File: config.mk
export PLATFORM = sky130hd
export DESIGN_NAME = alu_seq_ctrl
export DESIGN_NICKNAME = d
export VERILOG_FILES = /design/src/rtl/cpu_pkg.sv /design/src/rtl/cpu_regfile.sv /design/src/rtl/alu_seq_ctrl.sv
export SDC_FILE = /design/constraint.sdc
export NUM_CORES = 1
export LEC_CHECK = 0
export ABC_AREA = 1
export CAP_MARGIN = 40
export CORE_ASPECT_RATIO = 2
export CORE_MARGIN = 8
export CORE_UTILIZATION = 45
export DETAILED_ROUTE_END_ITERATION = 12
export PLACE_DENSITY = 0.72
export RECOVER_POWER = 25
export SYNTH_ARGS = -nofsm -noshare
export SYNTH_HDL_FRONTEND = slang
export SYNTH_SLANG_ARGS = --single-unit
export TNS_END_PERCENT = 5
File: constraint.sdc
create_clock -name clk -period 4.2 [get_ports clk]
set_input_delay 0.42 -clock clk [delete_from_list [all_inputs] [get_ports clk]]
set_output_delay 0.42 -clock clk [all_outputs]
set_load 0.02 [all_outputs]
File: src/rtl/cpu_pkg.sv
// Shared types and constants for the ALU sequencer: FSM states, instruction
// field layout and the LDI opcode.
package cpu_pkg;

    typedef enum logic [1:0] {
        ST_IDLE   = 2'd0,
        ST_DECODE = 2'd1,
        ST_EXEC   = 2'd2,
        ST_WB     = 2'd3
    } state_t;

    localparam logic [3:0] OP_LDI = 4'hF;

    localparam int INSTR_W = 16;
    localparam int OPC_MSB = 15;
    localparam int OPC_LSB = 12;
    localparam int RD_MSB  = 11;
    localparam int RD_LSB  = 9;
    localparam int RS1_MSB = 8;
    localparam int RS1_LSB = 6;
    localparam int RS2_MSB = 5;
    localparam int RS2_LSB = 3;
    localparam int CIN_BIT = 1;
    localparam int BIN_BIT = 0;
    localparam int IMM_W   = 9;

    // Packed so that a raw instruction word casts straight onto the fields.
    typedef struct packed {
        logic [3:0] opcode;
        logic [2:0] rd;
        logic [2:0] rs1;
        logic [2:0] rs2;
        logic       rsvd;
        logic       cin;
        logic       bin;
    } instr_t;

    // LDI immediate is the low nine bits, overlapping rs1/rs2/flag fields.
    function automatic logic [IMM_W-1:0] ldi_imm(input instr_t ins);
        return {ins.rs1, ins.rs2, ins.rsvd, ins.cin, ins.bin};
    endfunction

endpackage

File: src/rtl/cpu_regfile.sv
// 8-entry register file: two operand read ports plus a debug read port, one
// synchronous write port; r0 is hard-wired to zero.
module cpu_regfile #(
    parameter int WIDTH = 16
) (
    input  logic             clk,
    input  logic             rst_n,
    input  logic [2:0]       rs1_addr,
    output logic [WIDTH-1:0] rs1_data,
    input  logic [2:0]       rs2_addr,
    output logic [WIDTH-1:0] rs2_data,
    input  logic [2:0]       dbg_addr,
    output logic [WIDTH-1:0] dbg_data,
    input  logic             wr_en,
    input  logic [2:0]       wr_addr,
    input  logic [WIDTH-1:0] wr_data
);

    logic [WIDTH-1:0]            regs [8];
    logic [2:0][2:0]             rd_addr;
    logic [2:0][WIDTH-1:0]       rd_data;

    // Entry 0 is cleared at reset and never written, so it always reads 0.
    always_ff @(posedge clk or negedge rst_n) begin
        if (!rst_n) begin
            for (int i = 0; i < 8; i++) begin
                regs[i] <= '0;
            end
        end else if (wr_en && (wr_addr != 3'd0)) begin
            regs[wr_addr] <= wr_data;
        end
    end

    assign rd_addr[0] = rs1_addr;
    assign rd_addr[1] = rs2_addr;
    assign rd_addr[2] = dbg_addr;

    for (genvar gi = 0; gi < 3; gi++) begin : g_rd_port
        assign rd_data[gi] = (rd_addr[gi] == 3'd0) ? '0 : regs[rd_addr[gi]];
    end

    assign rs1_data = rd_data[0];
    assign rs2_data = rd_data[1];
    assign dbg_data = rd_data[2];

endmodule

File: src/rtl/alu_seq_ctrl.sv
// Multi-cycle sequencer for the 16-bit combinational ALU: accepts one
// instruction, drives the ALU from registers and writes the result back.
module alu_seq_ctrl
    import cpu_pkg::*;
#(
    parameter int WIDTH = 16
) (
    input  logic               clk,
    input  logic               rst_n,
    input  logic               instr_valid,
    input  logic [15:0]        instr,
    output logic               instr_ready,
    output logic [3:0]         alu_op,
    output logic [WIDTH-1:0]   alu_a,
    output logic [WIDTH-1:0]   alu_b,
    output logic               alu_cin,
    output logic               alu_bin,
    input  logic [WIDTH-1:0]   alu_result,
    output logic               done,
    output logic [WIDTH-1:0]   done_data,
    input  logic [2:0]         dbg_addr,
    output logic [WIDTH-1:0]   dbg_data
);

    state_t             state_reg;
    state_t             state_next;
    instr_t             instr_reg;
    logic               instr_ready_reg;
    logic               done_reg;
    logic [WIDTH-1:0]   done_data_reg;
    logic [3:0]         alu_op_reg;
    logic [WIDTH-1:0]   alu_a_reg;
    logic [WIDTH-1:0]   alu_b_reg;
    logic               alu_cin_reg;
    logic               alu_bin_reg;

    logic [WIDTH-1:0]   rs1_data;
    logic [WIDTH-1:0]   rs2_data;
    logic               accept;
    logic               is_ldi;
    logic               wr_en;

    assign accept = instr_valid && instr_ready_reg;
    assign is_ldi = (instr_reg.opcode == OP_LDI);
    assign wr_en  = (state_reg == ST_WB);

    always_comb begin
        state_next = state_reg;
        case (state_reg)
            ST_IDLE:   if (accept) state_next = ST_DECODE;
            ST_DECODE: state_next = is_ldi ? ST_WB : ST_EXEC;
            ST_EXEC:   state_next = ST_WB;
            ST_WB:     state_next = ST_IDLE;
            default:   state_next = ST_IDLE;
        endcase
    end

    // Ready and done are derived from the next state so both are plain flops.
    always_ff @(posedge clk or negedge rst_n) begin
        if (!rst_n) begin
            state_reg       <= ST_IDLE;
            instr_ready_reg <= 1'b1;
            done_reg        <= 1'b0;
        end else begin
            state_reg       <= state_next;
            instr_ready_reg <= (state_next == ST_IDLE);
            done_reg        <= (state_next == ST_WB);
        end
    end

    always_ff @(posedge clk or negedge rst_n) begin
        if (!rst_n) begin
            instr_reg <= '0;
        end else if (accept) begin
            instr_reg <= instr_t'(instr);
        end
    end

    // ALU operands change only when leaving DECODE for EXEC.
    always_ff @(posedge clk or negedge rst_n) begin
        if (!rst_n) begin
            alu_op_reg  <= '0;
            alu_a_reg   <= '0;
            alu_b_reg   <= '0;
            alu_cin_reg <= 1'b0;
            alu_bin_reg <= 1'b0;
        end else if ((state_reg == ST_DECODE) && !is_ldi) begin
            alu_op_reg  <= instr_reg.opcode;
            alu_a_reg   <= rs1_data;
            alu_b_reg   <= rs2_data;
            alu_cin_reg <= instr_reg.cin;
            alu_bin_reg <= instr_reg.bin;
        end
    end

    // done_data doubles as the write-back register and holds after retire.
    always_ff @(posedge clk or negedge rst_n) begin
        if (!rst_n) begin
            done_data_reg <= '0;
        end else if ((state_reg == ST_DECODE) && is_ldi) begin
            done_data_reg <= WIDTH'(ldi_imm(instr_reg));
        end else if (state_reg == ST_EXEC) begin
            done_data_reg <= alu_result;
        end
    end

    cpu_regfile #(
        .WIDTH (WIDTH)
    ) u_regfile (
        .clk      (clk),
        .rst_n    (rst_n),
        .rs1_addr (instr_reg.rs1),
        .rs1_data (rs1_data),
        .rs2_addr (instr_reg.rs2),
        .rs2_data (rs2_data),
        .dbg_addr (dbg_addr),
        .dbg_data (dbg_data),
        .wr_en    (wr_en),
        .wr_addr  (instr_reg.rd),
        .wr_data  (done_data_reg)
    );

    assign instr_ready = instr_ready_reg;
    assign done        = done_reg;
    assign done_data   = done_data_reg;
    assign alu_op      = alu_op_reg;
    assign alu_a       = alu_a_reg;
    assign alu_b       = alu_b_reg;
    assign alu_cin     = alu_cin_reg;
    assign alu_bin     = alu_bin_reg;

endmodule
* After elaboration in Yosys (flattened, before gate mapping)
Cells that the tools add are included.
** Storage, ports and cells
- Flip-flop bits (word level) :: 202
- Output and inout port bits :: 72
- Logic and storage cells :: 71
** Cells by class
- Magnitude comparators :: 5
- Equality and inequality tests :: 5
- Multiplexer cells :: 20
- Bitwise gates (word level) :: 4
- Reductions and logical operators :: 13
** Operators by type and width (count)
- two-way mux 16 bit :: 12
- binary-select mux 16 bit (select 3 bit) :: 3
- bitwise mux 128 bit :: 1
- demux 16 bit (select 3 bit) :: 1
- >= comparator 4 bit (second input constant) :: 4
- NOT 3 -> 4 bit :: 4
- zero test 3 bit :: 3
- case mux 2 bit (4 select lines) :: 1
- equality test 2 bit (second input constant) :: 3
- logical AND 1 bit :: 5
- equality test 4 bit (second input constant) :: 1
- zero test 2 bit :: 2
- < comparator 4 x 1 -> 1 bit (second input constant) :: 1
- nonzero test 3 bit :: 1
- equality test 2 x 1 -> 1 bit (second input constant) :: 1
- two-way mux 2 bit :: 1
- nonzero test 2 bit :: 1
- zero test 1 bit :: 1
- two-way mux 1 bit :: 1

* Longest topological paths before layout
Gate-level depths: netlist of the first run.
- Depth after elaboration :: 6
- Gate-level depth with buffers :: 10

* Hierarchy
From an unflattened synthesis of the first run, not the netlist that was laid out.
** Unflattened totals
- Cell total of the unflattened synthesis :: 1717
- Area total of the unflattened synthesis :: 11865.1 sq um
** By module, submodules not included
- cpu_regfile :: instances 1, cells an instance 1395, area each 8819.7 sq um, seq. area each 3203.1 sq um
- alu_seq_ctrl :: instances 1, cells an instance 322, area each 3045.4 sq um, seq. area each 1853.0 sq um

* Worst setup path before layout of the first run
OpenSTA, ideal clock, no wires.
- Kind :: in2out
- Start point :: input port dbg_addr[0]
- End point :: output port dbg_data[15]
- Data arrival time :: 1.408 ns
- Data required time :: 3.780 ns
- Setup slack :: 2.372 ns
- Stages :: 7
- Buffers on the path :: 2
- Cell sequence :: buf_6 > inv_2 > clkbuf_2 > o21ai_0 > nand2_1 > inv_1 > o21ai_0
** On the way
- Longest elaborated chain between the ends :: 5
** RTL lines
- start, declared :: RTL line alu_seq_ctrl.sv:21 : input logic [2:0] dbg_addr,
- NOT 3 -> 4 bit (implied by the code) :: RTL line cpu_regfile.sv:39 : assign rd_data[gi] = (rd_addr[gi] == 3'd0) ? '0 : regs[rd_addr[gi]];
- binary-select mux 16 bit (select 3 bit) :: RTL line cpu_regfile.sv:39
- two-way mux 16 bit (implied by the code) (2 in a row) :: RTL line cpu_regfile.sv:39
- two-way mux 16 bit * :: RTL line cpu_regfile.sv:39
- end, declared :: RTL line alu_seq_ctrl.sv:22 : output logic [WIDTH-1:0] dbg_data
Mark *: on every way between the ends. The rest lies on a longest branch, timed or not. The select of a mux whose other input is x is not followed.

* Worst setup path after layout of the first run
- Start point :: input port dbg_addr[1]
- End point :: output port dbg_data[6]
The elaborated chain is that of the path after synthesis.

==> impl_metrics.tcl, run 1 <==
set metrics [dict create \
    place_ws_ns 1.136 \
    layout.nets 1577 \
    min_path_type "reg -> reg" \
    cts_sinks 202 \
    drive_gt1_share_pct 6.266 \
    vias 10230 \
    routed_wl_um 35010 \
    final_cell_mix "537 x nand2_1, 200 x dfrtp_1, 170 x o21ai_0, 127 x nand3_1, 111 x inv_1" \
    post_drt_wl_per_cell_um 19.08 \
    core_area_um2 23920 \
    dieArea_um2 29850 \
    hold_depth 0 \
    status "finished with violations" \
    dpl-instance-area_um2 11950 \
    grt_usage_pct 23.38 \
    rows 80 \
    first_pass_iters 7 \
    maxSlewHeadroom_pct -70.08 \
    drc 0 \
    syn_nets 1533 \
    fin_crit_sh_pct 73.19 \
    crit_start "dbg_addr[1]" \
    r2r_start "instr_reg[6]" \
    worstSetupPathType "in -> out" \
    hp-start "u_regfile.regs[117]" \
    r2r-end "alu_a[2]" \
    violations "max-capacitance violations, max-slew violations" \
    area_growth_pct 14.96 \
    gr-total-overflow 0 \
    crit_required_ns 3.78 \
    critPathMaxFanout 37 \
    clkTransAtPathRegs_ns 0.07 \
    power_w 0.009789 \
    final_max_slew_viol_count 101 \
    antenna_found_initial 0 \
    stdcell_area_um2 12570 \
    p_leak_nw 5.997 \
    tns_ns 0 \
    hold_violations 0 \
    worstMarginPinSlew_ns 2.551 \
    clkLatencyLatePin_ns 0.52 \
    fin_hold_ws_ns 0.3798 \
    diodes 0 \
    drt_iter0_drc 996 \
    grt_pass1_wl_um 55410 \
    grt_max_degree 101 \
    crit_path_start_kind "primary input" \
    drt-vias-per-instance 5.575 \
    power_density_nw_per_um2 778.6 \
    ys_seq_area_share_pct 46.23 \
    drv_cap 1 \
    cp_data_arrival_time_ns 2.65 \
    htree_levels 1 \
    grt_pass1_vias 10123 \
    finalSetupViolCount 0 \
    gp_congestion 0.9029 \
    synth_cell_types 29 \
    io_pins 110 \
    holdPathEnd "u_regfile.regs[117]" \
    r2r_slack_ns 1.81 \
    cts_root_buffer "clkbuf_16" \
    ant_nets 0 \
    dpl.hpwl_um 23000 \
    io_buffers 109 \
    syn_inst 1491 \
    regMostFlops "u_regfile.regs" \
    layout_setup_ws_ns 1.126 \
    cts_resized 0 \
    yosys_warnings 0 \
    die_width_um 126.2 \
    fin_crit_ns 3.074 \
    synth-seq-cells 202 \
    fmax_mhz 325.3 \
    synth.avg_cell_area_um2 7.335 \
    fp.dieH_um 236.5 \
    synth_area_um2 10940 \
    peakVddDrop_uv 590.0 \
    final_common_cell "nand2_1" \
    ctsHoldBuffers 0 \
    grt_setup_unrepaired "false" \
    cts_setup_buffers 0 \
    numCtsBuffers 19 \
    start_util_pct 45.72 \
    cts_tree "yes" \
    ff2ff_path_depth 9 \
    largest_reg_flops 128 \
    cts_buffer_depth 3 \
    finalClockSkew_ns 0.01641 \
    end_kind "primary output" \
]
[per-layer routing]
metal | part of all wire, % | up-vias | global-route usage, %
met5 | 0 | - | 0
met3 | 9.0 | 112 | 4.998
met1 | 39 | 4734 | 27.79
met4 | 4.8 | 0 | 12.59
met2 | 48 | 543 | 38.71
li1 | - | 4841 | -
[worst max path at each step]
stage,cells past startpoint,slack (ns),endpoint
finish,6,1.13,dbg_data[6]
global route,6,1.07,dbg_data[6]
CTS,6,1.14,dbg_data[6]
detailed placement,6,1.14,dbg_data[6]
global placement,6,1.13,dbg_data[6]
floorplan,7,2.37,dbg_data[15]
[metrics by stage]
stage | utilization, % | instances
2_1_floorplan | - | 1491
3_3_place_gp | 49.76 | 1799
3_5_place_dp | 49.94 | 1801
4_1_cts | 52.59 | 1835
5_1_grt | 52.56 | 1835
6_report | 52.56 | 1835
[kinds of logic after synthesis]
family                   Yosys count  synth area share [%]
AND/OR/NAND/NOR                  761                 28.18
AO/OA/AOI/OAI                    285                 14.19
buffers and inverters            231                 10.12
flip-flops                       202                 46.23
multiplexers                       8                0.8237
adder cells (fa/ha/maj)            4                0.4576
[synth_stat cells, drive strengths merged]
cell type	number	area [um^2]
buf	78	528.0
o21ai	206	1042
ha	4	50.05
and2	1	6.260
clkinv	2	7.510
nand2	539	2028
o211ai	35	262.8
and3	1	6.260
nand3b	2	15.01
nor3	1	16.27
nor2	89	364.1
dfrtp	201	5030
a21oi	44	246.5
clkbuf	30	117.6
inv	121	454.2
mux2	8	90.09
dfstp	1	26.28
nand3	128	645.6
[power breakdown]
group	internal (W)	total (W)	leakage, nW	switching (W)
logic	0.00159	0.00458	3.11	0.00299
clock network	0.000999	0.00180	0.295	0.000799
registers	0.00270	0.00341	2.59	0.000708
[area by class of cell]
| cell class | count | area (um^2) |
|---|---|---|
| Clock buffer | 22 | 506.7 |
| Clock inverter | 12 | 128.9 |
| Fill cell | 2226 | 11350 |
| Inverter | 123 | 461.7 |
| Multi-Input combinational cell | 1058 | 4773 |
| Sequential cell | 202 | 5057 |
| Tap cell | 287 | 359.1 |
| Timing Repair Buffer | 131 | 1286 |
[worst max-delay path, cell delays in order]
cell             delay, ns
clkdlybuf4s50_1       0.51
buf_4                 0.45
o21ai_1               0.11
buf_4                 0.22
o21ai_1               0.26
clkdlybuf4s50_1       0.67
No activity file was read; power rests on OpenSTA's default activity.
==> run 2, diff against run 1 <==
--- a/config.mk
+++ b/config.mk
@@ -11,7 +11,7 @@
 export CORE_MARGIN = 8
 export CORE_UTILIZATION = 45
 export DETAILED_ROUTE_END_ITERATION = 12
-export PLACE_DENSITY = 0.72
+export PLACE_DENSITY = 0.75
 export RECOVER_POWER = 25
 export SYNTH_ARGS = -nofsm -noshare
 export SYNTH_HDL_FRONTEND = slang
==> constraint.sdc (replaced) <==
create_clock -name clk -period 2.8 [get_ports clk]
set_input_delay 0.28 -clock clk [delete_from_list [all_inputs] [get_ports clk]]
set_output_delay 0.28 -clock clk [all_outputs]
set_load 0.02 [all_outputs]
==> run 2 against run 1 <==
  * The run still ends with max-capacitance violations, max-slew violations left
  * Worst hold slack worse by 0.018 ns
  * Register-to-register slack worse by 0.99 ns
  * Final cell count is 0.98% higher
  * Core utilization is 0.75 points higher
  * Sequential power is 49% higher
  * Sequential cell count stayed put
  * Count of clock-buffer cells in the layout is 4 higher
  * Critical path depth is 4 higher
  * Clock power is 50% higher
  * Final area is 1.4% higher
  * Critical path type unchanged
  * Largest cell class unchanged
==> impl_metrics.tcl, run 2 (synthesized netlist as in run 1, its figures left out) <==
set metrics [dict create \
    layout.nets 1596 \
    rows 80 \
    fin_crit_ns 2.622 \
    fp.dieH_um 236.5 \
    p_leak_nw 6.125 \
    violations "max-capacitance violations, max-slew violations" \
    final_max_slew_viol_count 81 \
    grt_usage_pct 24.21 \
    ant_nets 0 \
    r2r_slack_ns 0.82 \
    path_cells "clkdlybuf4s50_1 -> inv_2 -> buf_4 -> buf_4 -> nor2_1 -> o21ai_0 -> nand2_1 -> inv_1 -> o21ai_1 -> clkdlybuf4s50_1" \
    die_width_um 126.2 \
    io_buffers 109 \
    gr-total-overflow 0 \
    largest_reg_flops 128 \
    cp_data_arrival_time_ns 2.34 \
    r2r_start "instr_reg[7]" \
    drc 0 \
    worstSetupPathType "in -> out" \
    core_area_um2 23920 \
    worstMarginPinSlew_ns 2.096 \
    crit_path_start_kind "primary input" \
    clkLatencyLatePin_ns 0.51 \
    peakVddDrop_uv 676.2 \
    drive_gt1_share_pct 7.152 \
    grt_max_degree 81 \
    crit_end "dbg_data[9]" \
    routed_wl_um 36040 \
    hold_violations 0 \
    diodes 0 \
    dieArea_um2 29850 \
    critPathMaxStageDelay_ns 0.62 \
    grt_setup_unrepaired "false" \
    tns_ns 0 \
    area_growth_pct 16.60 \
    grt_pass1_vias 10568 \
    place_inst 1819 \
    cts_root_buffer "clkbuf_16" \
    finalSetupViolCount 0 \
    status "finished with violations" \
    grt_pass1_wl_um 57410 \
    finalClockSkew_ns 0.01466 \
    end_kind "primary output" \
    cts_setup_buffers 0 \
    drt-vias-per-instance 5.670 \
    dpl.hpwl_um 23830 \
    vias 10507 \
    maxSlewHeadroom_pct -39.72 \
    slowest_stage "clkdlybuf4s50_1" \
    first_pass_iters 5 \
    drv_cap 1 \
    cts_buffer_depth 3 \
    regMostFlops "u_regfile.regs" \
    min_path_type "in -> reg" \
    ff2ff_path_depth 8 \
    cts_tree "yes" \
    crit_required_ns 2.52 \
    r2r-end "alu_a[15]" \
    numCtsBuffers 19 \
    antenna_found_initial 0 \
    crit_start "dbg_addr[1]" \
    drt_iter0_drc 1233 \
    instances_no_fill 1853 \
    io_pins 110 \
    start_util_pct 45.72 \
    htree_levels 1 \
    cts_sinks 202 \
    fin_crit_sh_pct 93.64 \
    gp_congestion 0.9047 \
    fmax_mhz 381.4 \
    critPathMaxFanout 10 \
    final_cell_mix "537 x nand2_1, 201 x dfrtp_1, 170 x o21ai_0, 127 x nand3_1, 111 x inv_1" \
    power_density_nw_per_um2 1164 \
    final_common_cell "nand2_1" \
    post_drt_wl_per_cell_um 19.45 \
    clkTransAtPathRegs_ns 0.06 \
    fillers 2225 \
]
-- run 2: cell count changes in the layout (fill, tap and decap cells not counted), moves of 2 or more --
cell        change
buf_12          +4
buf_4          +14
buf_6           +2
clkbuf_8        +3
clkinvlp_4      -6
-- run 2: worst min-delay path by stage --
| stage | startpoint | endpoint | slack, ns | depth (start not counted) |
|---|---|---|---|---|
| after global routing | u_regfile.regs[118] | u_regfile.regs[118] | 0.39 | 0 |
| after CTS | instr[8] | instr_reg[8] | 0.36 | 3 |
| after detailed placement | rst_n | instr_reg[9] | 0.37 | 1 |
| after floorplan | rst_n | alu_a[0] | -0.02 | 0 |
| after global placement | rst_n | instr_reg[9] | 0.37 | 1 |
| final | instr[8] | instr_reg[8] | 0.36 | 3 |
-- run 2: report_power, final --
part | total (W) | internal, W | switching (W)
Sequential | 0.00509 | 0.00405 | 0.00103
Clock | 0.00270 | 0.00157 | 0.00113
Combinational | 0.00706 | 0.00244 | 0.00462
-- run 2: what timing repair did --
action	4_1_cts	5_1_grt
endpoints found under the hold margin	76	0
resized for setup	0	0
hold buffers	1	0
-- run 2: critical path: cells and delay by family --
kind | cells | cell delay, ns
simple gates | 2 | 0.16
buf+inv | 6 | 1.68
compound gates | 2 | 0.22
-- run 2: final cells by class --
class / instances / area (um^2) / share of cell area (%)
flip-flops and latches: 202 / 5056 / 39.65
multi-input cells: 1058 / 4773 / 37.43
inverters: 123 / 461.7 / 3.620
clock buffers: 26 / 551.8 / 4.327
clock inverters: 7 / 88.84 / 0.6966
repair buffers: 150 / 1461 / 11.46
well taps: 287 / 359.1 / 2.816
-- run 2: routing by layer --
layer / wire, um / vias to the layer above / share of wire, % / global-route usage, %
met5: 0 / - / 0 / 0
met4: 2085 / 0 / 5.8 / 16.44
met3: 3529 / 154 / 9.8 / 4.885
met2: 17040 / 589 / 47 / 39.43
met1: 13390 / 4883 / 37 / 28.20
li1: - / 4881 / - / -
-- run 2: stage by stage --
step / setup slack (ns) / utilization [%] / hold WS, ns / power, W / instance area (um^2)
2_1_floorplan: 1.252 / - / -0.01559 / 0.009469 / 10940
3_3_place_gp: 0.2453 / 50.70 / 0.3655 / 0.01190 / 12130
3_5_place_dp: 0.1935 / 50.70 / 0.3662 / 0.01205 / 12130
4_1_cts: 0.1910 / 53.42 / 0.3574 / 0.01480 / 12780
5_1_grt: 0.05984 / 53.31 / 0.3875 / 0.01588 / 12750
6_report: 0.1781 / 53.31 / 0.3617 / 0.01485 / 12750
==> run 3, diff against run 2 <==
--- a/config.mk
+++ b/config.mk
@@ -10,6 +10,7 @@
 export CORE_ASPECT_RATIO = 2
 export CORE_MARGIN = 8
 export CORE_UTILIZATION = 45
+export CTS_BUF_LIST = sky130_fd_sc_hd__clkbuf_8 sky130_fd_sc_hd__clkbuf_16
 export DETAILED_ROUTE_END_ITERATION = 12
 export PLACE_DENSITY = 0.75
 export RECOVER_POWER = 25
==> run 3 against run 2 <==
  * Worst setup slack improved by 0.0043 ns
  * Final cell count unchanged
  * Count of clock-buffer cells in the layout decreased by 2
  * Final area unchanged
  * The run still ends with max-capacitance violations, max-slew violations left
  * Largest cell class unchanged
  * Die area unchanged
  * Global-route usage about the same
  * Clock skew increased by 0.00085 ns
  * Clock power about the same
  * Highest routed layer unchanged
  * Via count increased by 0.74%
==> impl_metrics.tcl, run 3 (synthesized netlist as in run 1, its figures left out) <==
set metrics [dict create \
    status "finished with violations" \
    violations "max-capacitance violations, max-slew violations" \
    p_leak_nw 6.133 \
    vias 10585 \
    final_common_cell "nand2_1" \
    fin_crit_ns 2.618 \
    cp_data_arrival_time_ns 2.34 \
    worstMarginPinSlew_ns 2.090 \
    crit_path_start_kind "primary input" \
    gr-total-overflow 0 \
    power_density_nw_per_um2 1165 \
    gp_congestion 0.9047 \
    first_pass_iters 6 \
    cts_setup_buffers 0 \
    largest_reg_flops 128 \
    crit_buf_inv 6 \
    path_cells "clkdlybuf4s50_1 -> inv_2 -> buf_4 -> buf_4 -> nor2_1 -> o21ai_0 -> nand2_1 -> inv_1 -> o21ai_1 -> clkdlybuf4s50_1" \
    drc 0 \
    finalSetupViolCount 0 \
    routed_wl_um 36070 \
    cts_sinks 202 \
    finalClockSkew_ns 0.01551 \
    grt_pass1_vias 10572 \
    drive_gt1_share_pct 7.152 \
    io_pins 110 \
    diodes 0 \
    cp_top_family "buffers and inverters" \
    clkTransAtPathRegs_ns 0.06 \
    cts_buffer_depth 3 \
    drt-vias-per-instance 5.712 \
    numCtsBuffers 19 \
    maxSlewHeadroom_pct -39.33 \
    seq_area_um2 5056 \
    worstSetupPathType "in -> out" \
    critPathMaxStageDelay_ns 0.62 \
    rows 80 \
    tns_ns 0 \
    die_width_um 126.2 \
    layout.nets 1596 \
    grt_max_degree 81 \
    fillers 2225 \
    final_max_slew_viol_count 81 \
    cts_resized 0 \
    dieArea_um2 29850 \
    peakVddDrop_uv 676.1 \
    ant_nets 0 \
    core_area_um2 23920 \
    ctsHoldBuffers 1 \
    slowest_stage "clkdlybuf4s50_1" \
    post_drt_wl_per_cell_um 19.47 \
    fin_crit_sh_pct 93.48 \
    final_cell_mix "537 x nand2_1, 201 x dfrtp_1, 170 x o21ai_0, 127 x nand3_1, 113 x inv_1" \
    area_growth_pct 16.60 \
    start_util_pct 45.72 \
    clkLatencyLatePin_ns 0.51 \
    multi_input_area_um2 4773 \
    grt_pass1_wl_um 57410 \
    cts_tree "yes" \
    critPathMaxFanout 10 \
    power_w 0.01485 \
    fin_hold_ws_ns 0.3597 \
    drt_iter0_drc 1183 \
    fp.dieH_um 236.5 \
    io_buffers 109 \
    crit_required_ns 2.52 \
    min_path_type "in -> reg" \
    drv_cap 1 \
    end_kind "primary output" \
    dpl.hpwl_um 23830 \
    grt_usage_pct 24.21 \
    antenna_found_initial 0 \
    htree_levels 1 \
    grt_setup_unrepaired "false" \
    regMostFlops "u_regfile.regs" \
    fmax_mhz 382.0 \
    cts_root_buffer "clkbuf_16" \
    hold_violations 0 \
]
==> run 3: tightest hold or removal path, cell delays in order <==
cell and delay [ns]:
clkdlybuf4s50_1 0.40, nor2_1 0.10, a21oi_1 0.05
==> run 3: worst paths after layout <==
kind | slack [ns] | endpoint | start | cells after the start
setup / recovery | 0.18 | dbg_data[9] | dbg_addr[1] | 10
hold / removal | 0.36 | instr_reg[8] | instr[8] | 3
setup reg to reg | 0.80 | alu_a[15] | instr_reg[7] | 8
hold reg to reg | 0.38 | u_regfile.regs[125] | u_regfile.regs[125] | 0
max in group asynchronous | 0.51 | alu_b[12] | rst_n | 3
min in group asynchronous | 0.93 | instr_reg[9] | rst_n | 2
==> run 3: layer usage <==
layer / vias to the layer above / part of all wire [%] / GRT usage [%]
li1: 4876 / - / -
met1: 4948 / 38 / 28.18
met3: 162 / 9.1 / 4.885
met5: - / 0 / 0
met2: 599 / 47 / 39.43
met4: 0 / 5.9 / 16.44
==> run 3: layout make-up <==
type                    count  share of cell area (%)
flip-flops and latches    202                   39.65
well taps                 287                   2.816
multi-input cells        1058                   37.43
clock inverters             9                  0.7555
inverters                 123                   3.620
clock buffers              24                   4.268
repair buffers            150                   11.46
==> run 3: report_power, final <==
group	total (W)	switching, W	leakage (nW)	internal (W)
logic	0.00706	0.00462	3.22	0.00244
registers	0.00509	0.00104	2.59	0.00405
clock network	0.00270	0.00114	0.329	0.00156
==> run 3: stage by stage <==
| stage | cells | instance area [um^2] | utilization (%) | worst slack [ns] |
|---|---|---|---|---|
| 2_1_floorplan | 1491 | 10940 | - | 1.252 |
| 3_3_place_gp | 1819 | 12130 | 50.70 | 0.2453 |
| 3_5_place_dp | 1819 | 12130 | 50.70 | 0.1935 |
| 4_1_cts | 1853 | 12780 | 53.42 | 0.1910 |
| 5_1_grt | 1853 | 12750 | 53.31 | 0.05984 |
| 6_report | 1853 | 12750 | 53.31 | 0.1825 |
